<file path="src/rtl/linalg_pkg.sv">
// Shared linear-algebra types: float32 word, bank state enum,
// a handy constant and the index-counter width helper.
package linalg_pkg;

  typedef logic [31:0] float32_t;

  typedef enum logic [1:0] {
    EMPTY,
    FILLING,
    FULL
  } bank_state_t;

  localparam float32_t FLOAT_ONE = 32'h3F800000;

  // Width of an index that counts N-1 down to 0 (at least 1 bit).
  function automatic int idx_w(int n);
    return (n > 1) ? $clog2(n) : 1;
  endfunction

endpackage

</file>
<file path="src/rtl/vector_assembler_if.sv">
// Scalar-in / vector-out stb/ack bundle for vector_assembler.
// master = producer+consumer side, slave = the assembler.
interface vector_assembler_if
  import linalg_pkg::*;
#(
  parameter int N = 4
);

  float32_t         input_elem;
  logic             input_elem_stb;
  logic             input_elem_ack;
  float32_t [N-1:0] output_vec;
  logic             output_vec_stb;
  logic             output_vec_ack;

  modport master (
    output input_elem,
    output input_elem_stb,
    input  input_elem_ack,
    input  output_vec,
    input  output_vec_stb,
    output output_vec_ack
  );

  modport slave (
    input  input_elem,
    input  input_elem_stb,
    output input_elem_ack,
    output output_vec,
    output output_vec_stb,
    input  output_vec_ack
  );

endinterface

</file>
<file path="src/rtl/vec_bank.sv">
// One N x float32 vector buffer with indexed write and EMPTY/FILLING/FULL
// state. Ports: wr_en/wr_idx/wr_data write, clear empties, data/state out.
module vec_bank
  import linalg_pkg::*;
#(
  parameter int N = 4
) (
  input  logic                   clk,
  input  logic                   rst_n,
  input  logic                   clear,
  input  logic                   wr_en,
  input  logic [idx_w(N)-1:0]    wr_idx,
  input  float32_t               wr_data,
  output float32_t [N-1:0]       data,
  output bank_state_t            state
);

  localparam int IW = idx_w(N);

  bank_state_t state_d;
  logic        wr_last;

  // Index 0 is the final element of a vector.
  assign wr_last = (wr_idx == '0);

  always_ff @(posedge clk or negedge rst_n) begin
    if (!rst_n) begin
      state <= EMPTY;
    end else begin
      state <= state_d;
    end
  end

  // clear targets the presented (FULL) bank and writes target the
  // fill (not FULL) bank, so the two never hit the same bank.
  always_comb begin
    state_d = state;
    unique case (1'b1)
      clear:              state_d = EMPTY;
      wr_en && wr_last:   state_d = FULL;
      wr_en && !wr_last:  state_d = FILLING;
      default:            state_d = state;
    endcase
  end

  always_ff @(posedge clk or negedge rst_n) begin
    if (!rst_n) begin
      data <= '0;
    end else begin
      for (int i = 0; i < N; i++) begin
        if (wr_en && wr_idx == IW'(i)) begin
          data[i] <= wr_data;
        end
      end
    end
  end

endmodule

</file>
<file path="src/rtl/vector_assembler.sv">
// Packs a float32 scalar stream into N-element vectors, ping-pong banked.
// Ports: clk, rst (async active-low), bus (slave side of the handshakes).
module vector_assembler
  import linalg_pkg::*;
#(
  parameter int N = 4
) (
  input  logic               clk,
  input  logic               rst,
  vector_assembler_if.slave  bus
);

  localparam int            IW      = idx_w(N);
  localparam logic [IW-1:0] IDX_TOP = IW'(N - 1);

  logic             wr_ptr;
  logic             rd_ptr;
  logic             rdy_q;
  logic [IW-1:0]    idx_q;
  logic             in_xfer;
  logic             out_xfer;
  logic             idx_last;

  float32_t [N-1:0] bank_data [2];
  bank_state_t      bank_st   [2];

  // rdy_q keeps ack low through reset and lifts it one edge later.
  assign bus.input_elem_ack = rdy_q && (bank_st[wr_ptr] != FULL);
  assign bus.output_vec_stb = (bank_st[rd_ptr] == FULL);
  assign bus.output_vec     = bank_data[rd_ptr];

  assign in_xfer  = bus.input_elem_stb && bus.input_elem_ack;
  assign out_xfer = bus.output_vec_stb && bus.output_vec_ack;
  assign idx_last = (idx_q == '0);

  for (genvar b = 0; b < 2; b++) begin : g_bank
    vec_bank #(.N(N)) u_bank (
      .clk     (clk),
      .rst_n   (rst),
      .clear   (out_xfer && rd_ptr == 1'(b)),
      .wr_en   (in_xfer && wr_ptr == 1'(b)),
      .wr_idx  (idx_q),
      .wr_data (bus.input_elem),
      .data    (bank_data[b]),
      .state   (bank_st[b])
    );
  end

  always_ff @(posedge clk or negedge rst) begin
    if (!rst) begin
      rdy_q  <= 1'b0;
      wr_ptr <= 1'b0;
      rd_ptr <= 1'b0;
      idx_q  <= IDX_TOP;
    end else begin
      rdy_q <= 1'b1;
      if (in_xfer) begin
        if (idx_last) begin
          idx_q  <= IDX_TOP;
          wr_ptr <= ~wr_ptr;
        end else begin
          idx_q  <= idx_q - 1'b1;
        end
      end
      if (out_xfer) begin
        rd_ptr <= ~rd_ptr;
      end
    end
  end

endmodule
</file>
<file path="src/flat_wrapper.sv">
// flat-port wrapper written by rule: the top's interface ports become plain ports
module vector_assembler_flat import linalg_pkg::*;
#(
  parameter int N = 4
)
  (clk, rst, bus_input_elem, bus_input_elem_stb, bus_input_elem_ack, bus_output_vec, bus_output_vec_stb, bus_output_vec_ack);
  vector_assembler_if #(.N(N)) bus_i ();
  input  logic clk;
  input  logic rst;
  input wire logic [$bits(bus_i.input_elem)-1:0] bus_input_elem;
  input wire logic [$bits(bus_i.input_elem_stb)-1:0] bus_input_elem_stb;
  output wire logic [$bits(bus_i.input_elem_ack)-1:0] bus_input_elem_ack;
  output wire logic [$bits(bus_i.output_vec)-1:0] bus_output_vec;
  output wire logic [$bits(bus_i.output_vec_stb)-1:0] bus_output_vec_stb;
  input wire logic [$bits(bus_i.output_vec_ack)-1:0] bus_output_vec_ack;
  assign bus_i.input_elem = bus_input_elem;
  assign bus_i.input_elem_stb = bus_input_elem_stb;
  assign bus_input_elem_ack = bus_i.input_elem_ack;
  assign bus_output_vec = bus_i.output_vec;
  assign bus_output_vec_stb = bus_i.output_vec_stb;
  assign bus_i.output_vec_ack = bus_output_vec_ack;
  vector_assembler #(.N(N)) u_core (.clk(clk), .rst(rst), .bus(bus_i));
endmodule
</file>
<file path="config.mk">
export PLATFORM = sky130hd
export DESIGN_NAME = vector_assembler_flat
export DESIGN_NICKNAME = d
export VERILOG_FILES = /design/src/rtl/linalg_pkg.sv /design/src/rtl/vector_assembler_if.sv /design/src/rtl/vec_bank.sv /design/src/rtl/vector_assembler.sv /design/src/flat_wrapper.sv
export SDC_FILE = /design/constraint.sdc
export NUM_CORES = 1
export LEC_CHECK = 0
export CELL_PAD_IN_SITES_DETAIL_PLACEMENT = 1
export CELL_PAD_IN_SITES_GLOBAL_PLACEMENT = 1
export CORE_MARGIN = 4
export CORE_UTILIZATION = 40
export DETAILED_ROUTE_END_ITERATION = 10
export PLACE_DENSITY = 0.82
export SLEW_MARGIN = 40
export SYNTH_ARGS = -nofsm -noshare
export SYNTH_HDL_FRONTEND = slang
export SYNTH_SLANG_ARGS = --single-unit
</file>
<file path="constraint.sdc">
create_clock -name clk -period 3.2 [get_ports clk]
set_input_delay 0.64 -clock clk [delete_from_list [all_inputs] [get_ports clk]]
set_output_delay 0.64 -clock clk [all_outputs]
set_load 0.05 [all_outputs]
</file>
Word-level counts from Yosys, hierarchy flattened
Cells that the tools add are included.
- output and inout bits: 130
- input port bits: 36
- bits in registers: 265
- word-level logic and storage cells: 60
- reduce and logical (&&, ||, !) cells: 22
- magnitude comparators: 2
- bitwise gates (word level): 4
- add/sub/neg operators: 1
- equal/unequal tests: 5
- muxes and demuxes: 12
- operators by type and width (cell ; number):
    128-bit two-way mux ; 3
    1-bit logical AND ; 17
    2-bit two-way mux ; 7
    2-bit case mux with 3 select lines ; 2
    2-bit equality test (second input constant) ; 3
    3-bit nonzero test ; 2
    2-bit greater-or-equal comparator (second input constant) ; 2
    1-bit NOT with 2-bit output ; 2
    2-bit by 1-bit equality test with 1-bit output (second input constant) ; 1
    2-bit logical NOT ; 1
    2-bit inequality test (second input constant) ; 1
    1-bit NOT ; 2
    2-bit AND reduction ; 1
    2-bit by 1-bit subtractor with 2-bit output (second input constant) ; 1
    1-bit logical NOT ; 1

Logic depth before layout (Yosys ltp)
Gate-level depths: netlist of run 1.
- depth after elaboration: 10
- depth in mapped cells: 6
- gate-level depth less buffers: 5

By module
A second synthesis of run 1 with hierarchy kept.
- cells, all modules: 727
- area total of the unflattened synthesis: 11777.5 um2
- modules (own cells, without submodules) (module ; seq. area each (um2) ; cells an instance ; times used ; area an instance (um2)):
    vec_bank ; 3253.1 ; 278 ; 2 ; 4838.4
    vector_assembler ; 127.6 ; 171 ; 1 ; 2100.8

Least setup slack after synthesis of run 1
Ideal clock, no wire load.
- path kind: register -> output
- start point: register u_core.rd_ptr
- end point: output bus_output_vec[40]
- path buffers: 3
- required time: 2.560 ns
- path slack: 1.080 ns
- cell stages (with the launch flop): 5
- arrival: 1.480 ns
- cells stage by stage: dfrtp_1 -> clkbuf_1 -> clkbuf_1 -> buf_2 -> mux2_2
- longest elaborated chain between the ends: 4
- ends and longest elaborated chain (what ; line ; source):
    from (decl) ; vector_assembler.sv:17 ; logic rd_ptr;
    from (signal assigned) ; vector_assembler.sv:66 ; rd_ptr <= ~rd_ptr;
    1-bit NOT with 2-bit output (implied by the code) ; vector_assembler.sv:30 ; assign bus.output_vec = bank_data[rd_ptr];
    128-bit two-way mux (implied by the code) (3 in series) ; vector_assembler.sv:30 ;
    to (decl) ; flat_wrapper.sv:13 ; output wire logic [$bits(bus_i.output_vec)-1:0] bus_output_vec;
No other way between the ends. The select of a mux whose other input is x is not followed.

Worst setup path after layout of run 1
- start point: register u_core.rd_ptr
- end point: output bus_output_vec[66]
Same word-level chain as after synthesis.

==> results of run 1 <==
==> layout by cell type (no fill, tap or decap), types with 2 or more instances in the layout <==
cell             count
mux2_1              13
clkdlybuf4s50_1     92
buf_12              10
nor4b_4              2
mux2i_1              3
mux2_2             372
nor2_1               2
nor2b_1              2
o21ai_0              4
nand2b_1             3
clkbuf_16           29
nand3_2              2
nand2_1              6
nand3b_1             2
inv_1                3
buf_4               88
dfstp_2              2
ha_1                 4
clkbuf_1             7
nor3_4               4
clkinv_2             5
clkbuf_8             8
dfrtp_1            262
==> final cells by class <==
type                            instances  area, µm²
Fill cell                            2682      13600
Sequential cell                       265       6640
Clock inverter                          7       63.8
Multi-Input combinational cell        429       4710
Inverter                                3       11.3
Clock buffer                           44        862
Timing Repair Buffer                  192       1810
Tap cell                              378        473
==> path summary, 6_finish.rpt <==
path                                                          end  cells past startpoint
worst max register to register  u_core.g_bank[1].u_bank.data[100]                      4
worst max-delay path                           bus_output_vec[66]                      3
min in group clk                 u_core.g_bank[0].u_bank.data[39]                      1
worst min-delay path             u_core.g_bank[1].u_bank.data[41]                      1
max in group asynchronous        u_core.g_bank[1].u_bank.data[48]                      2
worst min register to register   u_core.g_bank[0].u_bank.data[39]                      1
==> critical path, cell delays in order (launching register included) <==
cell and delay [ns]:
dfrtp_4 0.58, buf_12 0.24, mux2_2 0.38, clkdlybuf4s50_1 0.72
==> through the flow <==
stage / total power (µW) / hold WS, ns
final: 16800 / 0.0929
after global routing: 17600 / 0.142
after CTS: 17000 / 0.124
after detailed placement: 13700 / 0.468
after global placement: 13500 / 0.462
after floorplan: 11100 / 0.344
==> sequential cells by signal, summed over array words and instances, names as in the netlist <==
signal and flops:
u_core.rdy_q 1, u_core.wr_ptr 1, u_core.g_bank.u_bank.data 256, u_core.g_bank.u_bank.state 4
u_core.idx_q 2, u_core.rd_ptr 1
==> per-layer routing <==
metal	vias to the layer above	global-route usage	wire, µm
met2	157	0.295	13600
met5	-	0	0
met4	0	0.0358	418
met1	3532	0.245	12700
li1	3019	-	-
met3	40	0.0371	1590
==> kinds of logic (layout without fill, tap and decap cells) <==
kind of cell	Yosys count	count (layout)	synth area share
mux	388	388	0.378
fa+ha+maj	4	4	0.00433
buf+inv	44	246	0.0209
flops	265	265	0.574
other cells	1	1	0.000325
simple gates	27	27	0.0173
compound gates	9	9	0.00466
==> power by group through the flow <==
| stage | Clock (µW) | Sequential (µW) | Combinational (µW) |
|---|---|---|---|
| 2_1_floorplan | 0 | 5140 | 5950 |
| 3_3_place_gp | 0 | 5370 | 8090 |
| 3_5_place_dp | 0 | 5460 | 8210 |
| 4_1_cts | 3320 | 5410 | 8270 |
| 5_1_grt | 3470 | 5560 | 8580 |
| 6_report | 3220 | 5410 | 8160 |
==> summary.txt, run 1 <==
Placed design
  • Hpwl dp: 18200 µm
  • Post-placement setup slack: 0.501 ns
  • Placed insts: 1267
  • Placed Area: 13600 µm²
  • # port buffers: 165
  • Gpl congestion: 0.710

Timing
  • Final worst path period need: 3.12 ns
  • Slew Viols, Final: 0
  • Final hold vios: 0
  • RSZ-0062 raised after global routing: false
  • Clk_skew: 0.0136 ns
  • Fmax: 321 MHz
  • Final setup viols: 0
  • Worst setup margin: 0.0845 ns
  • Worst Max-Slew Pin Slew: 0.667 ns
  • Setup_tns: 0 ns
  • Relative slew margins: 0.555
  • Tcrit/Tclk final: 0.974

Die
  • DIE HEIGHT: 178 µm
  • Die footprint: 31700 µm²
  • Initial Utilization: 0.410
  • Die Span X: 178 µm
  • Core box area: 28200 µm²
  • Number of placement rows: 61
  • I/O pin count: 166

Power
  • Clk pwr share: 0.192
  • Sw Share: 0.409
  • Static leakage: 0.00671 µW
  • Worst VDD drop: 710 µV
  • Combinational power share: 0.486
  • Power share of the sequential group: 0.322
  • PwrDens: 1150 nW/µm²
  • Pint: 9920 µW
  • Switching pwr: 6870 µW

Detailed routing
  • DRT antenna net count: 0
  • DR DRC count: 0
  • Total Wirelength: 28300 µm
  • Pre-Repair DR Iteration Count: 6
  • Via Count: 6748
  • Wire per inst: 21.4 µm
  • DRT iter0 DRCs: 236
  • Post-DR vias/cell: 5.12

Job
  • Max capacitance violation total: 0

Worst setup path
  • Critical R2R Launch: u_core.wr_ptr
  • Worst EP arrival: 2.48 ns
  • Worst setup SP type: register
  • Setup CP Type: reg2out
  • Element type at the critical path end: primary output
  • Flop-to-flop setup slack: 0.99 ns
  • CP startpoint: u_core.rd_ptr
  • CP max FO: 27
  • Data required, critical path: 2.56 ns

Hold path
  • Hold Path Class: in2async

Clocking
  • Root buffer cell: clkbuf_16
  • Cts bufs inserted: 28
  • Clk sinks: 265
  • CTS H-Tree Depth: 1
  • CTS-repair resized insts: 0
  • Clk buf depth: 3
  • Worst-path clk slew: 0.07 ns
  • CTS Hold Bufs: 0
  • Skew-Pair Late Insertion Delay: 0.53 ns
  • CTS tree: done
  • # Post-CTS Setup Buffers: 0

Global route
  • First-pass GRT wire length: 44300 µm
  • Grt ovf: 0
  • Number of global-route vias before repair: 7613
  • Tot GR Track Use: 0.178
  • Largest net degree at the start of global routing: 83
  • Antenna violations before repair: 0

Synth
  • Count leader, synth: mux2_2
  • Post-Syn Area: 11500 µm²
  • Async SR Flop Fraction: 1.00
  • Most used DFF post-synth: dfrtp_1
  • Number of synthesized flops with an enable pin: 0
  • Top cells by count, synth: mux2_2 (372), dfrtp_1 (263), buf_2 (25)
  • Synth cell types: 30
  • Post-synth top area share: 0.570
  • Mean post-synth cell area: 15.6 µm²
  • Register area share after synthesis: 0.574
  • Synthesis-stage register bit count: 265
  • Post-synth top area cell: dfrtp_1
  • Syn_nets: 778
  • Total of warnings raised by yosys: 0
  • Ranking of synthesized cells by area: dfrtp_1 (57%), mux2_2 (36%), mux2_1 (1.3%)
  • Mapped Cells: 738

Cells and area
  • Synth-to-Final Area Change: 26.1%
  • Final non-filler cell total: 1318
  • Fin util: 0.517
  • Final nets: 959
  • Diodes inserted: 0
  • Layout cell share with drive strength beyond 1: 0.561
  • Finished Cell Area: 14600 µm²

Outcome
  • Status: completed
Note: power is estimated with default switching activity, not from simulation.
==> run 2: changes to the inputs <==
CORE_UTILIZATION = 45   (was 40)
PLACE_DENSITY = 0.89   (was 0.82)
==> run 2 against run 1 <==
Worst hold slack gained 0.062 ns. Critical path depth is the same. Die area shrank 11%. Cell count shrank 3.9%. Critical path type unchanged.
==> summary.txt, run 2 (synthesized netlist as in run 1, its figures left out) <==
Outcome
  • Status: completed

Clocking
  • CTS tree: done
  • # Post-CTS Setup Buffers: 0 (unchanged)
  • CTS H-Tree Depth: 1 (unchanged)
  • Root buffer cell: clkbuf_16
  • Worst-path clk slew: 0.06 ns (about the same)
  • Cts bufs inserted: 28 (unchanged)
  • Skew-Pair Late Insertion Delay: 0.53 ns (about the same)
  • Clk buf depth: 3 (unchanged)
  • Clk sinks: 265 (unchanged)

Placed design
  • Hpwl dp: 18700 µm (+2.6%)
  • Gpl congestion: 0.769 (+8.3%)
  • # port buffers: 165 (unchanged)

Global route
  • Largest net degree at the start of global routing: 89 (+7.2%)
  • Tot GR Track Use: 0.206 (+0.0274)
  • First-pass GRT wire length: 46200 µm (+4.2%)
  • Grt ovf: 0 (unchanged)
  • Number of global-route vias before repair: 7759 (+1.9%)
  • Antenna violations before repair: 0 (unchanged)

Timing
  • Clk_skew: 0.00961 ns (-0.00401 ns)
  • Tcrit/Tclk final: 0.964 (-0.00919)
  • Worst Max-Slew Pin Slew: 0.727 ns (+0.0591 ns)
  • Setup_tns: 0 ns (unchanged)
  • Slew Viols, Final: 0 (unchanged)
  • Fmax: 324 MHz (+0.95%)
  • RSZ-0062 raised after global routing: false
  • Hold slack: 0.155 ns (+0.0618 ns)
  • Relative slew margins: 0.516 (-0.0394)
  • Final worst path period need: 3.09 ns (-0.0294 ns)
  • Final hold vios: 0 (unchanged)
  • Final setup viols: 0 (unchanged)

Detailed routing
  • Wire per inst: 22.9 µm (+6.8%)
  • Via Count: 6759 (+0.16%)
  • Pre-Repair DR Iteration Count: 4 (-2)
  • DRT iter0 DRCs: 272 (+15%)
  • DR DRC count: 0 (unchanged)
  • DRT antenna net count: 0 (unchanged)
  • Total Wirelength: 29000 µm (+2.7%)
  • Post-DR vias/cell: 5.33 (+4.2%)

Cells and area
  • Max reg flops: 256 (unchanged)
  • Commonest non-fill, non-tap cell in the layout: mux2_2
  • Diodes inserted: 0 (unchanged)
  • Layout cell share with drive strength beyond 1: 0.546 (-0.0142)
  • Leading registers by flop count: u_core.g_bank.u_bank.data x256, u_core.g_bank.u_bank.state x4, u_core.idx_q x2
  • Biggest register: u_core.g_bank.u_bank.data
  • Most frequent cells in the layout: mux2_2 (372), dfrtp_1 (262), clkdlybuf4s50_1 (101), buf_4 (84), clkbuf_16 (29)
  • FILL cells: 2373 (-12%)
  • Seq. cell area: 6640 µm² (unchanged)
  • Final nets: 959 (unchanged)
  • Multi-input gate area: 4710 µm² (unchanged)
  • Synth-to-Final Area Change: 24.8%

Worst setup path
  • CP startpoint: u_core.rd_ptr
  • Critical R2R Launch: u_core.wr_ptr
  • Setup CP Type: reg2out
  • Worst setup SP type: register
  • CP max FO: 60 (+120%)
  • Data required, critical path: 2.56 ns (about the same)
  • Worst EP arrival: 2.45 ns (-0.03 ns)
  • Element type at the critical path end: primary output

Power
  • PwrDens: 1160 nW/µm² (+0.64%)
  • Worst VDD drop: 879 µV (+24%)
  • Static leakage: 0.00665 µW (-0.90%)

Die
  • I/O pin count: 166 (unchanged)
  • Die Span X: 168 µm (-5.5%)
  • Initial Utilization: 0.459 (+0.0486)
  • Number of placement rows: 58 (-4.9%)
  • Core box area: 25200 µm² (-11%)
  • Die footprint: 28300 µm² (-11%)
  • DIE HEIGHT: 168 µm (-5.5%)

Job
  • Max capacitance violation total: 0 (unchanged)

Hold path
  • Hold Path Class: in2async
==> run 2: changes by cell type in the layout (fill, tap and decap cells not counted), sizes merged <==
cell / change
buf: -9
clkdlybuf4s50: +9
clkbuf: -1
clkinv: -2
==> run 2: through the flow <==
step	util	instances	area (µm²)	setup WS, ns	total power [µW]
after floorplan	-	738	11500	1.08	11100
after global placement	0.538	1219	13500	0.587	13400
after detailed placement	0.538	1219	13500	0.551	13700
after CTS	0.572	1267	14400	0.0391	16900
after global routing	0.572	1267	14400	0.0434	17500
final	0.572	1267	14400	0.114	16700
==> run 2: repair_timing <==
action                                  in CTS  in global routing
resized for setup                            0                  1
endpoints found under the setup margin       0                  1
hold buffers                                 0                  0
==> run 2: critical path: stages, from the launching register on <==
cell	delay [ns]
dfrtp_4	0.44
buf_12	0.32
mux2_2	0.38
clkdlybuf4s50_1	0.73
==> run 2: where the power goes <==
group	leakage [µW]	internal, µW	switching, µW
registers	0.00338	4690	739
logic	0.00284	3300	4890
clock network	0.000428	1820	1270
==> run 2: layout make-up <==
type | count | area share
well taps | 330 | 0.0287
clock inverters | 5 | 0.00347
clock buffers | 43 | 0.0568
inverters | 3 | 0.000782
multi-input cells | 429 | 0.327
repair buffers | 192 | 0.123
flip-flops and latches | 265 | 0.461
==> run 2: routing by layer <==
metal	track usage	up-vias	share of wire
met5	0	-	0
met4	0.0466	0	0.019
met3	0.0411	41	0.049
met2	0.353	162	0.50
met1	0.272	3553	0.43
li1	-	3003	-
==> run 2: path summary, 6_finish.rpt <==
kind	end	slack, ns	depth (start not counted)
setup / recovery	bus_output_vec[78]	0.11	3
hold / removal	u_core.g_bank[1].u_bank.data[78]	0.15	1
setup reg to reg	u_core.g_bank[0].u_bank.data[46]	1.13	4
hold reg to reg	u_core.g_bank[0].u_bank.data[73]	0.48	1
max in group asynchronous	u_core.idx_q[0]	2.24	2
min in group clk	u_core.g_bank[0].u_bank.data[73]	0.48	1
